### src/rtl/ra_mult_seq.sv
// Iterative shift-add multiplier with valid/ready handshakes on both sides.
// Signed operands are reduced to magnitudes and the sign is restored on the last iteration.
module ra_mult_seq #(
    parameter int WIDTH = 8
) (
    input  logic                 clk,
    input  logic                 rst,
    input  logic                 in_valid,
    output logic                 in_ready,
    input  logic [WIDTH-1:0]     a,
    input  logic [WIDTH-1:0]     b,
    input  logic                 signed_mode,
    output logic                 out_valid,
    input  logic                 out_ready,
    output logic [2*WIDTH-1:0]   product
);

    localparam int PW = 2 * WIDTH;
    localparam int CW = (WIDTH > 2) ? $clog2(WIDTH) : 1;
    localparam logic [CW-1:0] CNT_LAST = CW'(WIDTH - 1);

    typedef enum logic [1:0] {
        IDLE,
        BUSY,
        DONE
    } state_t;

    state_t          state;
    state_t          state_nxt;
    logic [PW-1:0]   mcand;
    logic [PW-1:0]   acc;
    logic [PW-1:0]   addend;
    logic [PW-1:0]   sum;
    logic [WIDTH-1:0] mplier;
    logic            neg;
    logic [CW-1:0]   cnt;
    logic            accept;
    logic            last_iter;

    // -2^(WIDTH-1) negates to 2^(WIDTH-1), which still fits as an unsigned WIDTH-bit value.
    function automatic logic [WIDTH-1:0] magnitude(input logic [WIDTH-1:0] v,
                                                   input logic is_signed);
        logic signed [WIDTH-1:0] sv;
        sv = signed'(v);
        if (is_signed && sv < 0) begin
            return WIDTH'(-sv);
        end
        return v;
    endfunction

    function automatic logic [PW-1:0] apply_sign(input logic [PW-1:0] m,
                                                 input logic negate);
        logic signed [PW-1:0] sm;
        sm = signed'(m);
        return negate ? PW'(-sm) : m;
    endfunction

    always_comb begin
        state_nxt = state;
        in_ready  = (state == IDLE) && !rst;
        out_valid = (state == DONE);
        accept    = in_valid && in_ready;
        last_iter = (cnt == CNT_LAST);
        addend    = mplier[0] ? mcand : '0;
        sum       = acc + addend;
        case (state)
            IDLE:    if (accept)    state_nxt = BUSY;
            BUSY:    if (last_iter) state_nxt = DONE;
            DONE:    if (out_ready) state_nxt = IDLE;
            default:                state_nxt = IDLE;
        endcase
    end

    always_ff @(posedge clk) begin
        if (rst) begin
            state   <= IDLE;
            mcand   <= '0;
            mplier  <= '0;
            neg     <= 1'b0;
            acc     <= '0;
            cnt     <= '0;
            product <= '0;
        end else begin
            state <= state_nxt;
            case (state)
                IDLE: begin
                    if (accept) begin
                        mcand  <= {{WIDTH{1'b0}}, magnitude(a, signed_mode)};
                        mplier <= magnitude(b, signed_mode);
                        neg    <= signed_mode && (a[WIDTH-1] ^ b[WIDTH-1]);
                        acc    <= '0;
                        cnt    <= '0;
                    end
                end
                // One multiplier bit per cycle; the count, not the operand value, ends the loop.
                BUSY: begin
                    acc    <= sum;
                    mcand  <= mcand << 1;
                    mplier <= mplier >> 1;
                    cnt    <= cnt + CW'(1);
                    if (last_iter) begin
                        product <= apply_sign(sum, neg);
                    end
                end
                default: ;
            endcase
        end
    end

endmodule

### config.mk
export PLATFORM = sky130hd
export DESIGN_NAME = ra_mult_seq
export DESIGN_NICKNAME = d
export VERILOG_FILES = /design/src/rtl/ra_mult_seq.sv
export SDC_FILE = /design/constraint.sdc
export NUM_CORES = 1
export LEC_CHECK = 0
export ABC_CLOCK_PERIOD_IN_PS = 4300
export BUFFER_PORTS_ARGS = -buffer_cell sky130_fd_sc_hd__buf_4
export CAP_MARGIN = 0
export CORE_MARGIN = 2
export CORE_UTILIZATION = 64
export DETAILED_ROUTE_END_ITERATION = 10
export MAX_ROUTING_LAYER = met4
export PLACE_DENSITY = 0.85
export SETUP_SLACK_MARGIN = 0.2
export SLEW_MARGIN = 20
export SYNTH_ARGS = -nofsm -noshare
export SYNTH_HDL_FRONTEND = slang
export SYNTH_SLANG_ARGS = --single-unit
### constraint.sdc
create_clock -name clk -period 4.3 [get_ports clk]
set_input_delay 0.645 -clock clk [delete_from_list [all_inputs] [get_ports clk]]
set_output_delay 0.645 -clock clk [all_outputs]
set_load 0.01 [all_outputs]
==> reports/summary.txt <==
status: finished, final reports clean
pin count of the biggest net entering global routing: 66
GR Overflow Total: 0
Peak VDD IR: 198 uV
CTS tree: yes
commonest register cell after synthesis: dfxtp_1
DRT antenna net count: 0
first-pass iteration count of the detailed router: 4
uppermost routed layer: met4
Vias: 3582
Crit Path Category: reg2reg
core area: 0.00592 sq mm
Arr. time, crit path: 3380 ps
top cell type's share of synthesized area: 31.8%
syn_area_per_cell: 7.96 sq um
initial antenna violation count: 0
Slowest-stage cell, CP: nor3b_1
min cycle time layout: 3130 ps
Skew-Pair Late Insertion Delay: 330 ps
top post-synthesis cells by area: dfxtp_1, a21oi_1, ha_1
GRT Overall Usage: 29.0%
WL/cell: 15.1 um
Non-Filler Instances: 598
Die Y: 82.1 um
final core utilization: 74.7%
setup violators final: 0
Post-CTS Setup Bufs: 0
ys async rst share: 0%
max cap viols: 0
EDFF count, synth: 0
synthesized cell area: 0.00391 sq mm
Power Total: 1.30 mW
worst min path class: reg2reg
post-DR vias/cell: 5.99
port bufs: 38
post-route cell area: 0.00442 sq mm
Tcrit/Tclk final: 72.7%
Pins Over Slew Limit: 0
Met3 Wirelength: 561 um
Largest stage delay, worst path: 560 ps
Area Overhead vs Synth: 13.2%
dpl ws: 1200 ps
Syn Inst Count: 491
Resize count post-CTS: 0
routability congestion estimate: 0.939
clk root buf: clkbuf_8
chip width: 82.1 um
Final Skew: 8.75 ps
clock-pin slew on the worst setup and hold paths: 70 ps
relative slew slack: 48.2%
initial core utilization: 66.0%
Area after DPL: 0.00419 sq mm
syn nets: 533
hold_ws: 459 ps
power density cells: 295 mW/mm^2
overall die area: 0.00675 sq mm
Final Worst Setup Slack: 1170 ps
Leak: 1.80 nW
metal2 WL: 4.24 mm
share of cells above drive strength 1: 14.7%
clock sinks: 62
post-synth top area cell: dfxtp_1
Top Ports: 39
Setup TNS Final: 0 ps
Crit. End Element: flip-flop
row count: 28
synth warn: 0
cell count after placement: 582
Num CTS Buffers: 9
first-pass GRT wire length: 14.6 mm
Layout Nets: 560
Critical Path RT: 4560 ps
drc violations: 0
number of global-route vias before repair: 3203
Seq/Total Area, Yosys: 31.8%
worst-margin pin slew: 775 ps
met1 WL: 4.13 mm
Startpoint Class: flip-flop
fmax: 0.320 GHz
ANT cells: 0
drt initial violations: 179
DP Wirelength: 6.40 mm
hold buffer count at cts: 0
Hold Vio Cnt, Final: 0
synthesis-stage register bit count: 62
clock buffer depth: 2
Cell variety after synth: 58
RSZ-0062 raised after global routing: false
Crit Path Max Fanout: 17
crit-path cells: and2_1, ha_1, nand2_1, a211oi_1, o21ai_1, a21oi_1, nor3_1, nor3b_1, nand2_1, a21oi_1
routed wire length: 9.00 mm
H-tree lvl count: 3
[cells in the mapped netlist (all sizes together), types with 2 or more instances]
cell / count
a211o: 3
a211oi: 14
a21boi: 3
a21o: 7
a21oi: 51
a221oi: 5
a22oi: 14
a311oi: 2
a31oi: 8
and2: 22
and3: 4
buf: 7
clkbuf: 20
dfxtp: 62
ha: 20
inv: 14
mux2i: 2
nand2: 53
nand2b: 2
nand3: 28
nand3b: 2
nand4: 6
nor2: 47
nor2b: 4
nor3: 13
nor3b: 5
nor4b: 2
o2111ai: 2
o211ai: 7
o21ai: 10
o31ai: 8
or3: 5
xnor2: 16
xor2: 13
[critical path: cells and delay by family, from the launching register on]
family	cells	cell delay, ps
simple gates	5	1130
compound gates	4	1100
flops	1	420
fa+ha+maj	1	400
[placed cells by master (no fill, tap or decap), drive strengths merged, types with 3 or more instances in the layout]
cell / Yosys / final
xnor2: 16 / 16
a21oi: 51 / 51
xor2: 13 / 13
nand2: 53 / 53
o21ai: 10 / 10
a211o: 3 / 3
dfxtp: 62 / 62
o31ai: 8 / 8
buf: 7 / 44
o211ai: 7 / 7
nor2b: 4 / 4
nor3: 13 / 13
a22oi: 14 / 14
inv: 14 / 14
a21boi: 3 / 3
a221oi: 5 / 5
a211oi: 14 / 14
and2: 22 / 22
a21o: 7 / 7
a31oi: 8 / 8
nand4: 6 / 6
nand3: 28 / 28
nor2: 47 / 47
nor3b: 5 / 5
and3: 4 / 4
ha: 20 / 20
or3: 5 / 5
clkbuf: 20 / 13
[state kept, by name (all words and copies together), names as in the netlist]
register / cells
cnt: 3
state: 2
acc: 16
product: 16
neg: 1
mcand: 16
mplier: 8
[cell families after synthesis]
| kind of cell | synth area share, % |
|---|---|
| xor gates and xnor gates | 6.88 |
| and+or+nand+nor | 24.5 |
| DFF | 31.8 |
| AOI/OAI and AO/OA | 24.3 |
| adders and majority gates | 6.92 |
| muxes | 0.512 |
| buffers and inverters | 5.09 |
[power breakdown]
group	switching (mW)	total, mW	internal [mW]
Clock	0.215	0.588	0.373
Sequential	0.0101	0.595	0.585
Combinational	0.0753	0.120	0.0442
Total	0.300	1.30	1.00
[cell type report]
type                            count  area [sq um]
Inverter                           14          52.6
Tap cell                           75          93.8
Sequential cell                    62          1240
Clock inverter                      3          65.1
Fill cell                         472          1500
Multi-Input combinational cell    387          2470
Timing Repair Buffer               44           330
Clock buffer                       13           169
[per-layer routing]
layer / vias up / GRT usage (%)
li1: 1825 / -
met1: 1633 / 36.5
met2: 116 / 46.2
met3: 8 / 6.52
met4: 0 / 9.67
met5: - / -
[worst paths after layout]
path              slack (ps)          to  cells past startpoint        from
setup / recovery        1170     acc[15]                     10   mplier[0]
hold / removal           460  product[0]                      2  product[0]
setup reg to reg        1170     acc[15]                     10   mplier[0]
hold reg to reg          460  product[0]                      2  product[0]
No activity file was read; power rests on OpenSTA's default activity.
